$ cat src/rtl/instr_fetch_unit.sv
// Fetch stage: owns the PC, fetches over imem req/ack, presents inst/op/func to the decoder.
// Latency: inst_valid one cycle after imem_ack; with FETCH_PREFETCH_EN one instruction per cycle.
// Backpressure: imem_req/imem_addr held until imem_ack; inst/pc hold until inst_ready retires.
module instr_fetch_unit #(
    parameter logic [31:0] RESET_PC = 32'h0000_0000
) (
    input  logic        clk,
    input  logic        rst,
    output logic        imem_req,
    output logic [31:0] imem_addr,
    input  logic        imem_ack,
    input  logic [31:0] imem_rdata,
    output logic        inst_valid,
    input  logic        inst_ready,
    output logic [31:0] inst,
    output logic [5:0]  op,
    output logic [5:0]  func,
    output logic [31:0] pc,
    output logic [31:0] pc4,
    input  logic [1:0]  pcsource,
    input  logic [31:0] ra_data,
    output logic        addr_err,
    output logic [31:0] icount
);

    localparam logic [1:0] S_FETCH = 2'd0;
    localparam logic [1:0] S_VALID = 2'd1;
    localparam logic [1:0] S_DRAIN = 2'd2;

    logic [1:0]  state;
    logic [31:0] next_pc;
    logic [31:0] br_off;
    logic        retire;
    logic        ack_acc;

    assign pc4        = pc + 32'd4;
    assign op         = inst[31:26];
    assign func       = inst[5:0];
    assign inst_valid = (state == S_VALID);
    assign retire     = inst_valid & inst_ready;
    assign ack_acc    = imem_req & imem_ack;
    assign br_off     = {{14{inst[15]}}, inst[15:0], 2'b00};

    always_comb begin
        next_pc = pc4;
        case (pcsource)
            2'b01:   next_pc = pc4 + br_off;
            2'b10:   next_pc = {ra_data[31:2], 2'b00};
            2'b11:   next_pc = {pc4[31:28], inst[25:0], 2'b00};
            default: next_pc = pc4;
        endcase
    end

`ifdef FETCH_PREFETCH_EN
    logic        pf_vld;
    logic [31:0] pf_dat;
    logic [31:0] drain_addr;
    logic        redirect;

    assign redirect = (pcsource != 2'b00);

    // In S_VALID the idle fetch port speculatively fetches pc+4 into the buffer.
    always_comb begin
        imem_req  = 1'b0;
        imem_addr = pc;
        case (state)
            S_FETCH: imem_req = 1'b1;
            S_VALID: begin
                imem_req  = ~pf_vld;
                imem_addr = pc4;
            end
            S_DRAIN: begin
                imem_req  = 1'b1;
                imem_addr = drain_addr;
            end
            default: imem_req = 1'b0;
        endcase
        if (rst)
            imem_req = 1'b0;
    end
`else
    assign imem_req  = ~rst & ((state == S_FETCH) | (state == S_DRAIN));
    assign imem_addr = pc;
`endif

    always_ff @(posedge clk or posedge rst) begin
        if (rst) begin
            state      <= S_FETCH;
            pc         <= RESET_PC;
            inst       <= 32'd0;
            addr_err   <= 1'b0;
            icount     <= 32'd0;
`ifdef FETCH_PREFETCH_EN
            pf_vld     <= 1'b0;
            pf_dat     <= 32'd0;
            drain_addr <= RESET_PC;
`endif
        end else begin
            if (retire) begin
                icount <= icount + 32'd1;
                if (pcsource == 2'b10 && ra_data[1:0] != 2'b00)
                    addr_err <= 1'b1;
            end
            case (state)
                S_FETCH: begin
                    if (ack_acc) begin
                        inst  <= imem_rdata;
                        state <= S_VALID;
                    end
                end
                S_VALID: begin
`ifdef FETCH_PREFETCH_EN
                    if (retire) begin
                        pc <= next_pc;
                        if (!redirect && pf_vld) begin
                            inst   <= pf_dat;
                            pf_vld <= 1'b0;
                        end else if (!redirect && ack_acc) begin
                            inst <= imem_rdata;
                        end else begin
                            // A redirect with an unanswered request must still consume its ack.
                            pf_vld     <= 1'b0;
                            drain_addr <= imem_addr;
                            state      <= (redirect && imem_req && !imem_ack) ? S_DRAIN : S_FETCH;
                        end
                    end else if (ack_acc) begin
                        pf_vld <= 1'b1;
                        pf_dat <= imem_rdata;
                    end
`else
                    if (retire) begin
                        pc    <= next_pc;
                        state <= S_FETCH;
                    end
`endif
                end
                S_DRAIN: begin
                    if (ack_acc)
                        state <= S_FETCH;
                end
                default: state <= S_FETCH;
            endcase
        end
    end

endmodule
$ cat config.mk
export PLATFORM = sky130hd
export DESIGN_NAME = instr_fetch_unit
export DESIGN_NICKNAME = d
export VERILOG_FILES = /design/src/rtl/instr_fetch_unit.sv
export SDC_FILE = /design/constraint.sdc
export NUM_CORES = 1
export LEC_CHECK = 0
export CAP_MARGIN = 10
export CORE_MARGIN = 3
export CORE_UTILIZATION = 50
export CTS_CLUSTER_DIAMETER = 80
export DETAILED_ROUTE_END_ITERATION = 10
export PLACE_DENSITY = 0.87
export SETUP_SLACK_MARGIN = 0.1
export SYNTH_ARGS = -nofsm -noshare
export SYNTH_HDL_FRONTEND = slang
export SYNTH_SLANG_ARGS = --single-unit
$ cat constraint.sdc
create_clock -name clk -period 6.2 [get_ports clk]
set_input_delay 0.62 -clock clk [delete_from_list [all_inputs] [get_ports clk]]
set_output_delay 0.62 -clock clk [all_outputs]
set_load 0.01 [all_outputs]
==> results of run 1 <==
==> area by class of cell <==
class | instances | area, sq um
fill | 994 | 3988
timing repair buffer | 244 | 2422
tap | 176 | 220.2
sequential | 96 | 2402
clock inverter | 7 | 78.83
clock buffer | 9 | 225.2
inverter | 19 | 73.82
multi-input combinational | 573 | 4200
==> layer usage <==
layer  vias up  share of wire  routed length [um]  GRT usage
li1       3046              -                   -          -
met1      3171           0.42                9660     0.3852
met2       314           0.48               11020     0.4862
met3        44          0.080                1846    0.07889
met4         0          0.018                 412    0.06824
met5         -              0                   0          0
==> power breakdown <==
part | switching [mW] | internal [mW]
Combinational | 1.28 | 1.35
Sequential | 0.277 | 0.776
Clock | 0.292 | 0.290
==> critical path, stage by stage (launching register included) <==
cell and delay, ps:
dfrtp_1 520, nand4_1 270, nor2_1 420, nand3_1 290, nor2_1 390, nand3_1 140, xnor2_1 290, ha_1 350
nand2_1 190, nor3_1 70, a22oi_1 180, nand3_1 200, a21bo_2 270, a311oi_1 330, xor2_1 190, o21ai_0 90
==> layout by cell type, fill, tap and decap left out, types with 17 or more instances in the layout <==
cell,n
clkdlybuf4s50_1,237
ha_1,37
xor2_1,29
nand3_1,39
xnor2_1,51
inv_1,17
dfrtp_1,96
nor2_1,44
o21ai_0,32
mux2_2,37
nand2_1,86
a21oi_1,40
==> flip-flops by register name, indices dropped and copies added, names as in the netlist <==
name,count
state,1
inst,32
addr_err,1
icount,32
imem_addr,30
==> through the flow <==
stage / worst slack, ps / util / hold slack, ps
5_1_grt: 1441 / 0.7070 / 514.4
3_5_place_dp: 2000 / 0.6847 / 469.0
4_1_cts: 1959 / 0.7070 / 479.2
3_3_place_gp: 2007 / 0.6847 / 460.5
2_1_floorplan: 2574 / - / 507.5
6_report: 1880 / 0.7070 / 476.6
==> path summary, 6_finish.rpt <==
kind / cells past startpoint / endpoint / startpoint
setup / recovery: 15 / imem_addr[27] / imem_addr[4]
hold / removal: 1 / icount[31] / icount[31]
setup reg to reg: 15 / imem_addr[27] / imem_addr[4]
hold reg to reg: 1 / icount[31] / icount[31]
max in group asynchronous: 3 / inst[13] / rst
min in group asynchronous: 2 / inst[25] / rst
==> logic make-up (layout without fill, tap and decap cells) <==
family	count (synthesis)	in the layout	synth area share
AOI/OAI and AO/OA	135	135	0.1219
xor gates and xnor gates	80	80	0.09833
adders and majority gates	38	38	0.06778
buffers and inverters	94	279	0.07621
DFF	96	96	0.3371
muxes	67	67	0.1259
other	1	6	0.0005263
and+or+nand+nor	247	247	0.1723
==> implementation parameters, run 1 <==
Parameter                              Value

Floorplan
  Horizontal die dimension    125.4 um
  Full die area    0.01572 sq mm
  Area of the core    0.01361 sq mm
  Total I/O pin count    245
  Starting Density    0.5235
  Row count    42
  Overall die height    125.4 um

Clock network
  Number of resized instances in the post-cts repair step    0
  Clock latency reported for the late side of the worst-skew pair    360 ps
  Number of buffers inserted for hold repair after clock tree synthesis    0
  Total CTS buffers    9
  Root buffer selected by CTS    clkbuf_16
  Clock transition at path regs    80 ps
  Number of buffers on the longest clock path    2
  Number of clock sinks    96
  Number of levels in the clock H-tree    3
  Setup Fix Bufs, Post-CTS    0
  Clock tree from TritonCTS    yes

Finish
  Fraction of final layout cells with drive strength greater than 1    0.09599
  Finished Layout Cells    1,124
  Number of diodes added for antenna fixing    0
  Summed area of non-filler cells in the final layout    0.009623 sq mm
  Area overhead of the layout relative to synthesis    35.05%
  Final nets    1,051

Pwr
  Static leakage    4.036 nW
  Pwr/cell area    443.2 mW/mm^2
  Overall power of the completed layout    4.265 mW
  Worst-case vdd ir drop    262.4 uV

Detailed routing
  Remaining design rule violation count    0
  Final antenna-violating net count    0
  Detail-routed net length per standard cell    20.40 um
  Drt via density    5.850
  First drt pass iteration count    6
  Iteration-0 DRC Markers    492
  Routed wire length    22.93 mm
  Vias post-DR    6,575

Timing
  Final count of hold timing violations    0
  Total setup violations reported at the end of the flow    0
  Sum Neg Setup Slack    0 ps
  Fraction of the cycle the final worst path needs    0.6967
  Setup repair after global routing missed its margin    false
  Fmax    231.5 MHz
  Worst relative slew slack    0.3619
  Clock skew after layout    8.210 ps
  Slew of the pin with the lowest slew margin    957.2 ps
  Post-layout min period    4320 ps
  Number of slew-limit violations in the final report    0

Global route
  Initial antenna violation count    0
  Maximum number of pins on one net before global-route repair    71
  Wire length of the first global-routing pass    36.89 mm
  Leftover overflow at the end of global routing    0
  Via count of the first global-routing pass    6,567
  Aggregate global-route resource usage    0.2930

Logic synthesis
  Unique cell type count in the Yosys netlist    67
  Number of warnings issued by yosys    0
  Most repeated cell in the gate-level netlist after synthesis    dfrtp_1
  Post-Syn Instances    758
  Mean Syn Cell Area    9.401 sq um
  Async SR Flop Fraction    1.000
  Fraction of post-synthesis cell area in the top cell type by area    0.3371
  Most used flip-flop cell after synthesis    dfrtp_1
  Count of flip-flops with a built-in enable after synthesis    0
  Post-synthesis instance area    0.007126 sq mm
  Cells taking the most area after synthesis    dfrtp_1, ha_1, xnor2_1, mux2_2, buf_4
  Cell accounting for the most synthesized area    dfrtp_1
  Number of storage elements in the synthesis netlist    96
  Most common library cells after synthesis    dfrtp_1, nand2_1, xnor2_1
  Fraction of the yosys area taken by sequential cells    0.3371

Place
  Cell area reported after detailed placement    0.009319 sq mm
  Final HPWL DP    17.26 mm
  Cell total after placement    1,108
  Final weighted congestion in routability-driven placement    0.9773
  Number of I/O port buffers    238

Critical path
  Critical path startpoint category    flip-flop
  Element type at the critical path end    flip-flop
  Crit Path Max Fanout    10
  Worst reg-to-reg setup slack    1880 ps
  Required arrival time at the worst endpoint    6430 ps
  Crit path arrival time    4550 ps
  Setup Crit Path Kind    flip-flop to flip-flop

Run status
  Result of the run    finished, final reports clean

Run
  Total of max-cap violations    0

Min path
  Class of the tightest hold or removal check    flip-flop to flip-flop
Power figures use the tool's default switching activity.
==> run 2, diff against run 1 <==
--- a/config.mk
+++ b/config.mk
@@ -7,10 +7,10 @@
 export LEC_CHECK = 0
 export CAP_MARGIN = 10
 export CORE_MARGIN = 3
-export CORE_UTILIZATION = 50
+export CORE_UTILIZATION = 47
 export CTS_CLUSTER_DIAMETER = 80
 export DETAILED_ROUTE_END_ITERATION = 10
-export PLACE_DENSITY = 0.87
+export PLACE_DENSITY = 0.83
 export SETUP_SLACK_MARGIN = 0.1
 export SYNTH_ARGS = -nofsm -noshare
 export SYNTH_HDL_FRONTEND = slang
==> constraint.sdc (replaced) <==
create_clock -name clk -period 4.2 [get_ports clk]
set_input_delay 0.42 -clock clk [delete_from_list [all_inputs] [get_ports clk]]
set_output_delay 0.42 -clock clk [all_outputs]
set_load 0.01 [all_outputs]
==> implementation parameters, run 2 (synthesis results as in run 1) <==
Parameter                              Value

Finish
  Finished Layout Cells    1,137
  Area overhead of the layout relative to synthesis    36.03%
  Most used cells in the layout excluding fill and tap cells    clkdlybuf4s50_1, dfrtp_1, nand2_1
  Final nets    1,056
  Area used by multi-input combinational logic    0.004232 sq mm
  Fraction of final layout cells with drive strength greater than 1    0.1070
  Filler cells    1,184
  Reg area    0.002402 sq mm
  Most frequent standard cell in the layout excluding fill and tap cells    clkdlybuf4s50_1
  Number of diodes added for antenna fixing    0

Timing
  Clock skew after layout    10.72 ps
  Post-layout min period    3996 ps
  Number of slew-limit violations in the final report    0
  Sum Neg Setup Slack    0 ps
  Total setup violations reported at the end of the flow    0
  Setup repair after global routing missed its margin    true
  Fmax    250.3 MHz
  Final count of hold timing violations    0
  Fraction of the cycle the final worst path needs    0.9514
  Slew of the pin with the lowest slew margin    1079 ps
  Worst relative slew slack    0.2779

Min path
  Class of the tightest hold or removal check    primary input to asynchronous set/reset pin

Critical path
  Required arrival time at the worst endpoint    4450 ps
  Worst reg-to-reg path cell count    14
  Setup Crit Path Kind    flip-flop to flip-flop
  Cell-by-cell trace of the critical path    nand4_1, nor4_2, buf_4, nand2_1, xnor2_1, ha_1, and3_1, and4_1, nand3_1, o221ai_1, a31oi_1, xor2_1, mux2i_1, nand3_1
  CP max-delay cell    dfrtp_1
  Cell type with the highest occurrence count on the critical path    nand3_1
  Critical path startpoint category    flip-flop
  Element type at the critical path end    flip-flop
  Slowest stage delay, CP    530 ps
  Crit path arrival time    4240 ps
  Crit Path Max Fanout    9

Pwr
  Clock network fraction of total power    0.133
  Static leakage    4.057 nW
  Switching share of power    0.4402
  Pwr/cell area    659.1 mW/mm^2
  Logic pwr share    0.627
  Total net switching power    2.812 mW
  Worst-case vdd ir drop    372.8 uV
  Sequential share of power    0.240
  Power Internal    3.576 mW

Clock network
  Clock tree from TritonCTS    yes
  Root buffer selected by CTS    clkbuf_16
  Clock transition at path regs    80 ps
  Number of buffers on the longest clock path    2
  Clock latency reported for the late side of the worst-skew pair    360 ps
  Number of buffers inserted for hold repair after clock tree synthesis    0
  Total CTS buffers    9
  Number of clock sinks    96
  Number of levels in the clock H-tree    3

Floorplan
  Row count    44
  Starting Density    0.4848
  Area of the core    0.01470 sq mm
  Horizontal die dimension    129.1 um
  Full die area    0.01667 sq mm
  Overall die height    129.1 um
  Total I/O pin count    245

Run
  Total of max-cap violations    0

Detailed routing
  Drt via density    5.962
  Detail-routed net length per standard cell    20.50 um
  Vias post-DR    6,779
  First drt pass iteration count    6
  Final antenna-violating net count    0
  Iteration-0 DRC Markers    491
  Remaining design rule violation count    0
  Routed wire length    23.31 mm

Global route
  Maximum number of pins on one net before global-route repair    41
  Leftover overflow at the end of global routing    0
  Via count of the first global-routing pass    6,563
  Aggregate global-route resource usage    0.2750
  Wire length of the first global-routing pass    35.86 mm
  Initial antenna violation count    0

Place
  Cell total after placement    1,120
  Final HPWL DP    17.71 mm
  Number of I/O port buffers    238
  Final weighted congestion in routability-driven placement    1.058

Run status
  Result of the run    finished, final reports clean
==> run 2: cell types whose count changed in the layout (fill, tap and decap cells not counted), moves of 2 or more <==
cell,change
nor2_1,-3
buf_4,+5
nor2_2,+2
nor4_1,-2
inv_8,-2
nor4_2,+2
==> run 2: per-layer routing <==
metal	vias up	track usage	wire length [um]
met5	-	0	0
met2	358	0.4473	11200
met3	61	0.05441	1971
met4	0	0.09327	759
met1	3310	0.3691	9386
li1	3050	-	-
==> run 2: final timing paths <==
kind                                 end     startpoint  slack, ps
max in group asynchronous     icount[24]            rst       2920
min in group clk              icount[31]     icount[31]        480
min reg2reg                   icount[31]     icount[31]        480
min                             inst[25]            rst        400
max                        imem_addr[31]  imem_addr[11]        200
max reg2reg                imem_addr[31]  imem_addr[11]        200
==> run 2: what timing repair did <==
action / in CTS / in global routing
setup buffers: 0 / 1
endpoints found under the setup margin: 0 / 14
gates resized for setup: 0 / 8
==> run 2: stage by stage <==
step / hold WS, ps / worst slack, ps / instance area (sq um) / power, mW / utilization
6_report: 401.6 / 204.3 / 9693 / 6.388 / 0.6594
3_5_place_dp: 467.8 / 239.7 / 9359 / 5.452 / 0.6367
2_1_floorplan: 507.5 / 574.3 / 7144 / 3.908 / -
4_1_cts: 419.1 / 190.3 / 9654 / 6.325 / 0.6568
3_3_place_gp: 460.2 / 263.5 / 9359 / 5.404 / 0.6367
5_1_grt: 449.0 / 63.71 / 9693 / 6.767 / 0.6594
==> run 2: final cells by class <==
cell class                 count  share of cell area
multi-input combinational    573              0.4366
timing repair buffer         249              0.2538
sequential                    96              0.2478
tap                          184             0.02375
clock buffer                   9             0.02323
inverter                      19            0.007616
clock inverter                 7            0.007229
==> run 2: worst max-delay path: cells and delay by family (launching register included) <==
family | cells | cell delay, ps
simple gates | 7 | 1500
compound gates | 2 | 320
mux | 1 | 220
flops | 1 | 530
buf+inv | 1 | 220
xor+xnor | 2 | 720
fa+ha+maj | 1 | 370
==> run 2: power groups by stage <==
stage	combinational [mW]	sequential [mW]	clock (mW)
after global placement	3.87	1.53	0
after global routing	4.30	1.58	0.892
after detailed placement	3.91	1.54	0
after CTS	3.94	1.53	0.857
final	4.01	1.53	0.849
after floorplan	2.36	1.54	0
